--- src/rtl/pipe_ctrl.sv ---
// Pipeline control unit for the five-stage Y86-64 core: hazard detection, stage-register
// stall/bubble generation, run/pause/step/dead machine state and saturating perf counters.
module pipe_ctrl #(
   parameter int unsigned CNT_W = 32
) (
   input  logic             clk,
   input  logic             rst,
   input  logic [3:0]       D_icode,
   input  logic [3:0]       d_srcA,
   input  logic [3:0]       d_srcB,
   input  logic [3:0]       E_icode,
   input  logic [3:0]       E_dstM,
   input  logic             e_Cnd,
   input  logic [3:0]       M_icode,
   input  logic [0:3]       m_stat,
   input  logic [0:3]       W_stat,
   input  logic [3:0]       W_icode,
   input  logic             dbg_halt_req,
   input  logic             dbg_step,
   output logic             F_stall,
   output logic             D_stall,
   output logic             E_stall,
   output logic             M_stall,
   output logic             W_stall,
   output logic             D_bubble,
   output logic             E_bubble,
   output logic             M_bubble,
   output logic [0:3]       cpu_stat,
   output logic             halted,
   output logic             paused,
   output logic [CNT_W-1:0] cycle_cnt,
   output logic [CNT_W-1:0] retired_cnt,
   output logic [CNT_W-1:0] stall_cnt,
   output logic [CNT_W-1:0] mispred_cnt
);

   localparam logic [3:0] IcodeNop    = 4'h1;
   localparam logic [3:0] IcodeMrmovq = 4'h5;
   localparam logic [3:0] IcodeJxx    = 4'h7;
   localparam logic [3:0] IcodeRet    = 4'h9;
   localparam logic [3:0] IcodePopq   = 4'hB;
   localparam logic [3:0] RegNone     = 4'hF;
   localparam logic [0:3] StatAok     = 4'b1000;

   typedef enum logic [1:0] {StRun, StPause, StStep, StDead} state_e;

   state_e           state_q, state_d;
   logic             lu, ret_haz, mp, exc_m, exc_w;
   logic             run_f_stall, run_d_stall, run_d_bubble, run_e_bubble, run_m_bubble;
   logic             cnt_en;
   logic [0:3]       cpu_stat_q;
   logic [CNT_W-1:0] cycle_q, retired_q, stall_q, mispred_q;

   function automatic logic [CNT_W-1:0] sat_inc(input logic [CNT_W-1:0] v, input logic inc);
      return (inc && (v != {CNT_W{1'b1}})) ? v + CNT_W'(1) : v;
   endfunction

   // Hazard terms and the standard PIPE control values used in RUN/STEP
   always_comb begin
      lu = ((E_icode == IcodeMrmovq) || (E_icode == IcodePopq)) && (E_dstM != RegNone) &&
           ((E_dstM == d_srcA) || (E_dstM == d_srcB));
      ret_haz = (D_icode == IcodeRet) || (E_icode == IcodeRet) || (M_icode == IcodeRet);
      mp      = (E_icode == IcodeJxx) && !e_Cnd;
      exc_m   = (m_stat != StatAok);
      exc_w   = (W_stat != StatAok);
      run_f_stall  = lu || ret_haz;
      run_d_stall  = lu;
      // Stall wins over bubble on D
      run_d_bubble = (mp || (!lu && ret_haz)) && !lu;
      run_e_bubble = mp || lu;
      run_m_bubble = exc_m || exc_w;
   end

   // Next state, stage control outputs and counter enable
   always_comb begin
      state_d  = state_q;
      cnt_en   = 1'b0;
      F_stall  = 1'b0;
      D_stall  = 1'b0;
      E_stall  = 1'b0;
      M_stall  = 1'b0;
      W_stall  = 1'b0;
      D_bubble = 1'b0;
      E_bubble = 1'b0;
      M_bubble = 1'b0;
      unique case (state_q)
         StRun, StStep: begin
            F_stall  = run_f_stall;
            D_stall  = run_d_stall;
            W_stall  = exc_w;
            D_bubble = run_d_bubble;
            E_bubble = run_e_bubble;
            M_bubble = run_m_bubble;
            cnt_en   = 1'b1;
            if (state_q == StStep) begin
               state_d = StPause;
            end else if (dbg_halt_req) begin
               state_d = StPause;
            end
         end
         StPause: begin
            F_stall = 1'b1;
            D_stall = 1'b1;
            E_stall = 1'b1;
            M_stall = 1'b1;
            W_stall = 1'b1;
            if (!dbg_halt_req) begin
               state_d = StRun;
            end else if (dbg_step) begin
               state_d = StStep;
            end
         end
         StDead: begin
            F_stall  = 1'b1;
            D_stall  = 1'b1;
            E_stall  = 1'b1;
            W_stall  = 1'b1;
            M_bubble = 1'b1;
         end
         default: ;
      endcase
      // W exception overrides everything; the entry cycle of DEAD is not counted
      if (exc_w) begin
         state_d = StDead;
         cnt_en  = 1'b0;
      end
      // Flush while reset is held
      if (rst) begin
         F_stall  = 1'b0;
         D_stall  = 1'b0;
         E_stall  = 1'b0;
         M_stall  = 1'b0;
         W_stall  = 1'b0;
         D_bubble = 1'b1;
         E_bubble = 1'b1;
         M_bubble = 1'b1;
      end
   end

   // Machine state register
   always_ff @(posedge clk or posedge rst) begin
      if (rst) begin
         state_q <= StRun;
      end else begin
         state_q <= state_d;
      end
   end

   // Status latches the offending W_stat on entry to DEAD, then holds
   always_ff @(posedge clk or posedge rst) begin
      if (rst) begin
         cpu_stat_q <= StatAok;
      end else if (exc_w && (state_q != StDead)) begin
         cpu_stat_q <= W_stat;
      end
   end

   // Saturating performance counters
   always_ff @(posedge clk or posedge rst) begin
      if (rst) begin
         cycle_q   <= '0;
         retired_q <= '0;
         stall_q   <= '0;
         mispred_q <= '0;
      end else if (cnt_en) begin
         cycle_q   <= sat_inc(cycle_q, 1'b1);
         retired_q <= sat_inc(retired_q, W_icode != IcodeNop);
         stall_q   <= sat_inc(stall_q, run_f_stall);
         mispred_q <= sat_inc(mispred_q, mp);
      end
   end

   assign cpu_stat    = cpu_stat_q;
   assign halted      = (state_q == StDead);
   assign paused      = (state_q == StPause);
   assign cycle_cnt   = cycle_q;
   assign retired_cnt = retired_q;
   assign stall_cnt   = stall_q;
   assign mispred_cnt = mispred_q;

endmodule

--- config.mk ---
export PLATFORM = sky130hd
export DESIGN_NAME = pipe_ctrl
export DESIGN_NICKNAME = d
export VERILOG_FILES = /design/src/rtl/pipe_ctrl.sv
export SDC_FILE = /design/constraint.sdc
export NUM_CORES = 1
export LEC_CHECK = 0
export BUFFER_PORTS_ARGS = -buffer_cell sky130_fd_sc_hd__buf_2
export CORE_MARGIN = 2
export CORE_UTILIZATION = 53
export DETAILED_ROUTE_END_ITERATION = 8
export PLACE_DENSITY = 0.85
export SLEW_MARGIN = 20
export SYNTH_ARGS = -nofsm -noshare
export SYNTH_HDL_FRONTEND = slang
export SYNTH_SLANG_ARGS = --single-unit
--- constraint.sdc ---
create_clock -name clk -period 5.9 [get_ports clk]
set_clock_uncertainty 0.15 [all_clocks]
set_input_delay 0.59 -clock clk [delete_from_list [all_inputs] [get_ports clk]]
set_output_delay 0.59 -clock clk [all_outputs]
set_load 0.05 [all_outputs]
==> run metrics, run 1 <==
Non-Filler Instances=around 1000; Hold/Removal Path Class=primary input to asynchronous set/reset pin; die height=115 um; CP arrival=about 3200 ps; synth unique cells=47; Async SR Flop Fraction=100%; final wirelength=between 15000 and 20000 um; post-route ant nets=0; Initial Util=roughly 54%; Core Region=approximately 12000 um2; worst r2r path cells=7; clk sink count=around 130; DRC=0; sequential share of the synthesized area=51.4%; Inserted Clock Buffers=17; vias in the first global route=roughly 5200; hold slack final=about 190 ps; PostCTS Resize Cnt=0; grt total ovfl=0; Worst Setup Path Type=primary input to flip-flop; most numerous cell in the Yosys netlist=dfrtp_1; global-route wire length before repair=25100 um; worst skew pair latency=about 400 ps; Slew Viols, Final=0; num rows=40; Synthesized Nets=681; RR Startpoint=retired_cnt[0]; drt first pass iters=6; DR WL/cell=between 15 and 20 um; Critical Path Slowest Stage Cell=nor4_1; FF-to-FF setup slack=3050 ps; TNS Setup=0 ps; CTS tree=built; RD Place Congestion=about 0.84; synth cell count leaders=dfrtp_1, xor2_1, xnor2_1, nor2_1, nand2_1; Worst VDD drop=approximately 0.25 mV; status=finished clean; Yosys top cell area share=51.0%; Peak Freq=roughly 330 MHz; H-tree levels=4; Layout area overhead=25.6%; Die Wd=roughly 110 um; critical path startpoint category=primary input; setup bufs post-CTS=0; post-placement cell count=961; Worst-Margin Slew=945 ps; initial antenna violation count=0; Synth Flop Type=dfrtp_1; # IOs=183; Inserted Diodes=0; pin count of the biggest net entering global routing=79; CP delay by family, top=simple AND/OR/NAND/NOR gates; crit path buf inv count=1; layout net count=878; critical path peak fanout=7; Post-DP HPWL=~11000 um; Critical Path Stages=7; Port Buffers=182; unrepaired setup endpoints after global routing=no; area of the mapped netlist=around 6500 um2; clock slew at reported path FFs=about 50 ps; # hold bufs at CTS=0; max cap viols=0; Root Driver=clkbuf_16; vias per inst=5.55; synthesized instance count=~640; Post-synth EDFFs=0; final setup violation count=0; end of the critical path=retired_cnt[18]; gr usage total=roughly a quarter; Synth Register Bits=between 100 and 150; Die ar.=13200 um2; Static Leakage=about 4.2 nW; largest area contributor in the netlist=dfrtp_1; routed vias=5514; Iter 0 DRT Violations=439; RR Endpoint=retired_cnt[18]; final worst path period share=between 50% and 60%; Cell Pwr Density=around 250 nW/um2; slowest stage delay, CP=approximately 700 ps; worst setup path start=W_stat[3]; fin crit period=3060 ps; warning count from the yosys run=0; share of cells above drive strength 1=27.4%; crit end category=flip-flop; Slew headroom=36.0%; Synth Area per Inst=approximately 10 um2; Synth area leaders=dfrtp_1, xor2_1, xnor2_1; most frequent CP cell=nor4_1; CP Data Required Time=slightly above 6000 ps; Max Buffers Root-to-Sink=2; hold violation count in the final report=0; CP Cell Sequence=buf_2 -> or4b_1 -> nor4_1 -> o21ai_0 -> nor4_1 -> nand3_1 -> xnor2_1
## where the power goes
group / switching (mW) / internal, mW
Combinational: 0.0545 / 0.0214
Clock: 0.375 / 0.644
Sequential: 0.00316 / 0.923
Total: 0.433 / 1.59
## metal layers
metal	vias up	wire length (um)	track usage [%]	share of wire [%]
met1	2692	6830	31.5	44
li1	2631	-	-	-
met5	-	0	0	0
met3	20	776	5.59	5.0
met4	0	147	6.91	0.95
met2	171	7680	39.3	50
## how the worst min path moves through the flow
stage                startpoint              end  cells past startpoint
global placement    cpu_stat[0]      cpu_stat[0]                      2
CTS                         rst   mispred_cnt[6]                      2
finish                      rst   mispred_cnt[8]                      2
detailed placement  cpu_stat[0]      cpu_stat[0]                      2
floorplan            state_q[1]       state_q[0]                      1
global route                rst  mispred_cnt[28]                      2
## cells by family after synthesis
kind of cell	count (synthesis)	synth area share, %
flops	134	51.4
simple gates	319	25.9
buf+inv	24	1.44
xor+xnor	131	17.6
compound gates	19	2.11
mux	5	0.863
fa+ha+maj	4	0.767
## metrics by stage
step	instance area, um2	total power, mW	setup WS [ps]	utilization (%)
floorplan	6530	0.989	406	-
global placement	7610	1.02	2520	63.4
detailed placement	7610	1.02	2450	63.4
CTS	8200	2.04	2840	68.2
global route	8200	2.09	2620	68.2
finish	8200	2.02	2840	68.2
## final cells by class
class | count | area (um2)
Clock buffer | 25 | 515
Clock inverter | 7 | 67.6
Fill cell | 936 | 3810
Inverter | 18 | 70.1
Multi-Input combinational cell | 478 | 3080
Sequential cell | 134 | 3350
Tap cell | 147 | 184
Timing Repair Buffer | 184 | 926
## flip-flops by register name, indices dropped and copies added (netlist names)
signal       cells
retired_cnt     32
cycle_cnt       32
stall_cnt       32
state_q          2
mispred_cnt     32
cpu_stat         4
## placed cells by master (no fill, tap or decap), drive strengths merged, types with 2 or more instances in the layout
cell type  instances
nor2              63
nand2             57
or4                3
clkinvlp           3
clkbuf            25
xor2              67
a21oi              3
dfrtp            133
and3              11
nand4             50
mux2               5
xnor2             64
nand2b             4
nor4              20
nand3             45
o21ai              4
ha                 4
nor4b              3
buf              184
and4               9
nor2b              3
a21o               2
and2               5
or2                5
nand3b             2
a31oi              2
clkinv             3
nor4bb             5
nor3              29
inv               18
a22o               3
or3                2
## worst register-to-register path, delay by kind of cell (launching register included)
kind	cells	cell delay [ps]
and+or+nand+nor	4	1510
DFF	1	440
AOI/OAI and AO/OA	1	250
adders and majority gates	1	220
xor gates and xnor gates	1	160
Power figures use the tool's default switching activity.
==> run 2: changes to the inputs <==
CORE_UTILIZATION = 47   (was 53)
PLACE_DENSITY = 0.8   (was 0.85)
clock period = 2.6 ns   (was 5.9 ns; I/O delays follow)
==> run metrics, run 2 (synthesis gave the netlist of run 1 again) <==
vias in the first global route=approximately 5300; layout net count=~910; worst setup path start=stall_cnt[22]; hold violation count in the final report=33; Inserted Diodes=0; final setup violation count=0; Static Leakage=~4.4 nW; global-route wire length before repair=26200 um; max cap viols=0; CP arrival=between 2000 and 3000 ps; share of cells above drive strength 1=between 20% and 30%; initial antenna violation count=1; Max Buffers Root-to-Sink=2; violated checks=negative hold slack; RR Startpoint=stall_cnt[22]; Root Driver=clkbuf_16; drt first pass iters=5; Worst Setup Path Type=flip-flop to flip-flop; DR WL/cell=between 15 and 20 um; crit end category=flip-flop; DRC=0; pin count of the biggest net entering global routing=between 100 and 150; fillers=1138; CTS tree=built; post-placement cell count=between 1000 and 1500; grt peak-use layer=met2; commonest non-fill, non-tap cell in the layout=buf_2; most frequent cells in the layout=buf_2, dfrtp_1, xor2_1; Post-DP HPWL=11500 um; final wirelength=~16000 um; H-tree levels=4; Die Wd=about 120 um; Worst-Margin Slew=850 ps; FF-to-FF setup slack=between 150 and 200 ps; gr usage total=between 20% and 30%; routed vias=5679; grt total ovfl=0; Non-Filler Instances=1057; clock slew at reported path FFs=about 60 ps; unrepaired setup endpoints after global routing=no; M2 GR Usage=about a third; hold slack final=-21.6 ps; status=finished with violations; critical path peak fanout=15; setup bufs post-CTS=0; # IOs=around 180; fin crit period=approximately 2400 ps; critical path startpoint category=flip-flop; Cell Pwr Density=approximately 570 nW/um2; worst skew pair latency=about 420 ps; num rows=43; Die ar.=around 15000 um2; vias per inst=5.37; Core Region=13700 um2; GR Util met3=~5.7%; RD Place Congestion=0.893; Port Buffers=about 180; Final Instance Area=around 8600 um2; Initial Util=between 40% and 50%; Slew headroom=42.6%; final worst path period share=93.5%; Worst VDD drop=a little under 0.4 mV; post-route ant nets=0; Peak Freq=~400 MHz; clk sink count=134; CP Data Required Time=around 2700 ps; Slew Viols, Final=0; Placed Area=7880 um2; Inserted Clock Buffers=17; die height=122 um; Layout area overhead=31.6%; Hold/Removal Path Class=primary input to asynchronous set/reset pin; Iter 0 DRT Violations=roughly 340; met1 usage=slightly above 30%
==> run 2: cell count changes in the layout (fill, tap and decap cells not counted), sizes merged <==
| cell | before | now |
|---|---|---|
| inv | 18 | 17 |
| clkbuf | 25 | 24 |
| buf | 184 | 209 |
| bufinv | 1 | 4 |
| clkinvlp | 3 | 2 |
| dlygate4sd3 | 0 | 6 |
==> run 2: power breakdown <==
part	internal [mW]	switching, mW
Clock	1.73	0.861
Combinational	0.0579	0.128
Sequential	2.09	0.00738
Total	3.88	0.997
==> run 2: per-layer routing <==
| layer | wire, um | vias up |
|---|---|---|
| met5 | 13 | - |
| met4 | 239 | 2 |
| met3 | 999 | 26 |
| met2 | 7750 | 198 |
| met1 | 7060 | 2748 |
| li1 | - | 2705 |
==> run 2: critical path: stages (launching register included) <==
cell	delay, ps
dfrtp_1	470
nand3_1	220
nor3_1	460
a31oi_1	180
o21ai_1	210
buf_4	280
mux2_2	350
==> run 2: timing repair <==
action,4_1_cts,5_1_grt
hold endpoints to repair,5,0
hold buffers,6,0
resized for setup,0,0
==> run 2: per-stage QoR <==
stage               setup slack [ps]  TNS, ps  power, mW  util, %
finish                           169        0       4.88     62.6
global route                    14.4        0       5.05     62.6
CTS                              188        0       4.93     62.6
detailed placement              -142    -2510       2.32     57.5
global placement                -103     -880       2.32     57.5
floorplan                      -1350    -1710       2.25        -
==> run 2: path summary, 6_finish.rpt <==
path                                         to  cells after the start
worst max-delay path               stall_cnt[1]                      6
worst min-delay path              stall_cnt[24]                      3
worst max register to register     stall_cnt[1]                      6
worst min register to register      cpu_stat[0]                      2
max in group asynchronous       mispred_cnt[20]                      3
min in group clk                     state_q[1]                      3
==> run 2: area by class of cell <==
cell class | count | area, um2 | share of cell area (%)
inverters | 18 | 71.3 | 0.831
repair buffers | 215 | 1190 | 13.8
clock inverters | 8 | 143 | 1.66
well taps | 180 | 225 | 2.62
clock buffers | 24 | 502 | 5.84
multi-input cells | 478 | 3110 | 36.2
flip-flops and latches | 134 | 3350 | 39.1
==> run 3: changes to the inputs <==
ABC_CLOCK_PERIOD_IN_PS = 2020   (was unset)
clock period = 2.02 ns   (was 2.6 ns; I/O delays follow)
==> run metrics, run 3 (synthesis gave the netlist of run 1 again) <==
status=finished with violations; violated checks=negative setup slack; share of cells above drive strength 1=51.4%; Peak Freq=~450 MHz; M2 GR Usage=between 50% and 60%; critical path startpoint category=flip-flop; gr usage total=about 28%; hold violation count in the final report=0; Placed Area=around 9000 um2; num rows=43; Static Leakage=5.75 nW; CTS tree=built; grt total ovfl=0; layout net count=between 1000 and 1500; Slew Viols, Final=0; RD Place Congestion=approximately 0.84; DRC=0; Die ar.=14800 um2; max cap viols=0; grt peak-use layer=met2; Post-DP HPWL=14200 um; post-route ant nets=0; crit end category=flip-flop; fin crit period=between 2000 and 2500 ps; Non-Filler Instances=1252; vias per inst=5.55; met1 usage=about a third; global-route wire length before repair=around 32000 um; final setup violation count=38; final wirelength=approximately 24000 um; Die Wd=122 um; pin count of the biggest net entering global routing=135; routed vias=~7000; Final Instance Area=roughly 11000 um2; Final WS setup=-202 ps; # IOs=approximately 180; Worst Setup Path Type=flip-flop to flip-flop; Max Buffers Root-to-Sink=2; vias in the first global route=about 6700; Initial Util=a little under half; Worst VDD drop=between 0.5 and 0.6 mV; hold slack final=63.6 ps; most frequent cells in the layout=buf_4, buf_2, dfrtp_1; Inserted Clock Buffers=17; post-placement cell count=approximately 1200; critical path peak fanout=5; DR WL/cell=18.9 um; Hold/Removal Path Class=primary input to flip-flop; CP Data Required Time=2200 ps; Core Region=around 14000 um2; Iter 0 DRT Violations=between 400 and 500; commonest non-fill, non-tap cell in the layout=buf_4; Layout area overhead=65.9%; GR Util met3=6.93%; Root Driver=clkbuf_16; CP arrival=2410 ps; power after layout=between 5 and 6 mW; clk sink count=approximately 130; worst skew pair latency=430 ps; final worst path period share=110%; Worst-Margin Slew=about 710 ps; clock slew at reported path FFs=around 60 ps; drt first pass iters=7; initial antenna violation count=1; H-tree levels=4; Slew headroom=between 50% and 60%; Port Buffers=about 180; TNS Setup=-2080 ps; unrepaired setup endpoints after global routing=yes; die height=122 um; Cell Pwr Density=roughly 550 nW/um2
## run 3: power breakdown
| part | internal [mW] | switching, mW | leakage [nW] |
|---|---|---|---|
| Combinational | 0.102 | 0.189 | 3.68 |
| Sequential | 2.70 | 0.00620 | 1.79 |
| Clock | 1.86 | 1.14 | 0.278 |
| Total | 4.65 | 1.34 | 5.75 |
## run 3: final cells by class
type	instances	area, um2
well taps	180	225
inverters	18	71.3
fillers	795	2890
clock inverters	10	105
repair buffers	409	2780
diodes	1	2.50
clock buffers	21	460
flip-flops and latches	134	3360
multi-input cells	479	3830
## run 3: timing repair
action / CTS / global route
buffers inserted: 15 / 41
gates cloned: 1 / 0
endpoints found under the setup margin: 54 / 112
hold buffers: 8 / 0
resized for setup: 41 / 125
hold endpoints to repair: 139 / 0
pin swaps: 17 / 78
## run 3: critical path, cell delays in order, from the launching register on
cell,delay [ps]
dfrtp_1,430
or2_1,280
buf_6,140
buf_4,130
nor3_4,220
buf_6,150
buf_4,130
nand4_1,210
xnor2_1,270
## run 3: per-layer routing
metal  up-vias  wire length [um]
met5         -                 0
met4         0               923
met3        88              1350
met2       317             12500
met1      3444              8840
li1       3101                 -
## run 3: path summary, 6_finish.rpt
path	start	to	slack [ps]	cells after the start
max	state_q[0]	stall_cnt[14]	-200	8
min	W_stat[3]	state_q[1]	60	4
max reg2reg	state_q[0]	stall_cnt[14]	-200	8
min reg2reg	retired_cnt[26]	retired_cnt[26]	350	1
max in group asynchronous	rst	mispred_cnt[7]	700	4
min in group asynchronous	rst	stall_cnt[9]	530	4
## run 3: per-stage QoR
step | setup WS (ps) | utilization, %
finish | -202 | 78.9
global route | -268 | 78.9
CTS | -83.6 | 72.5
detailed placement | -486 | 65.5
global placement | -423 | 65.5
floorplan | -1810 | -
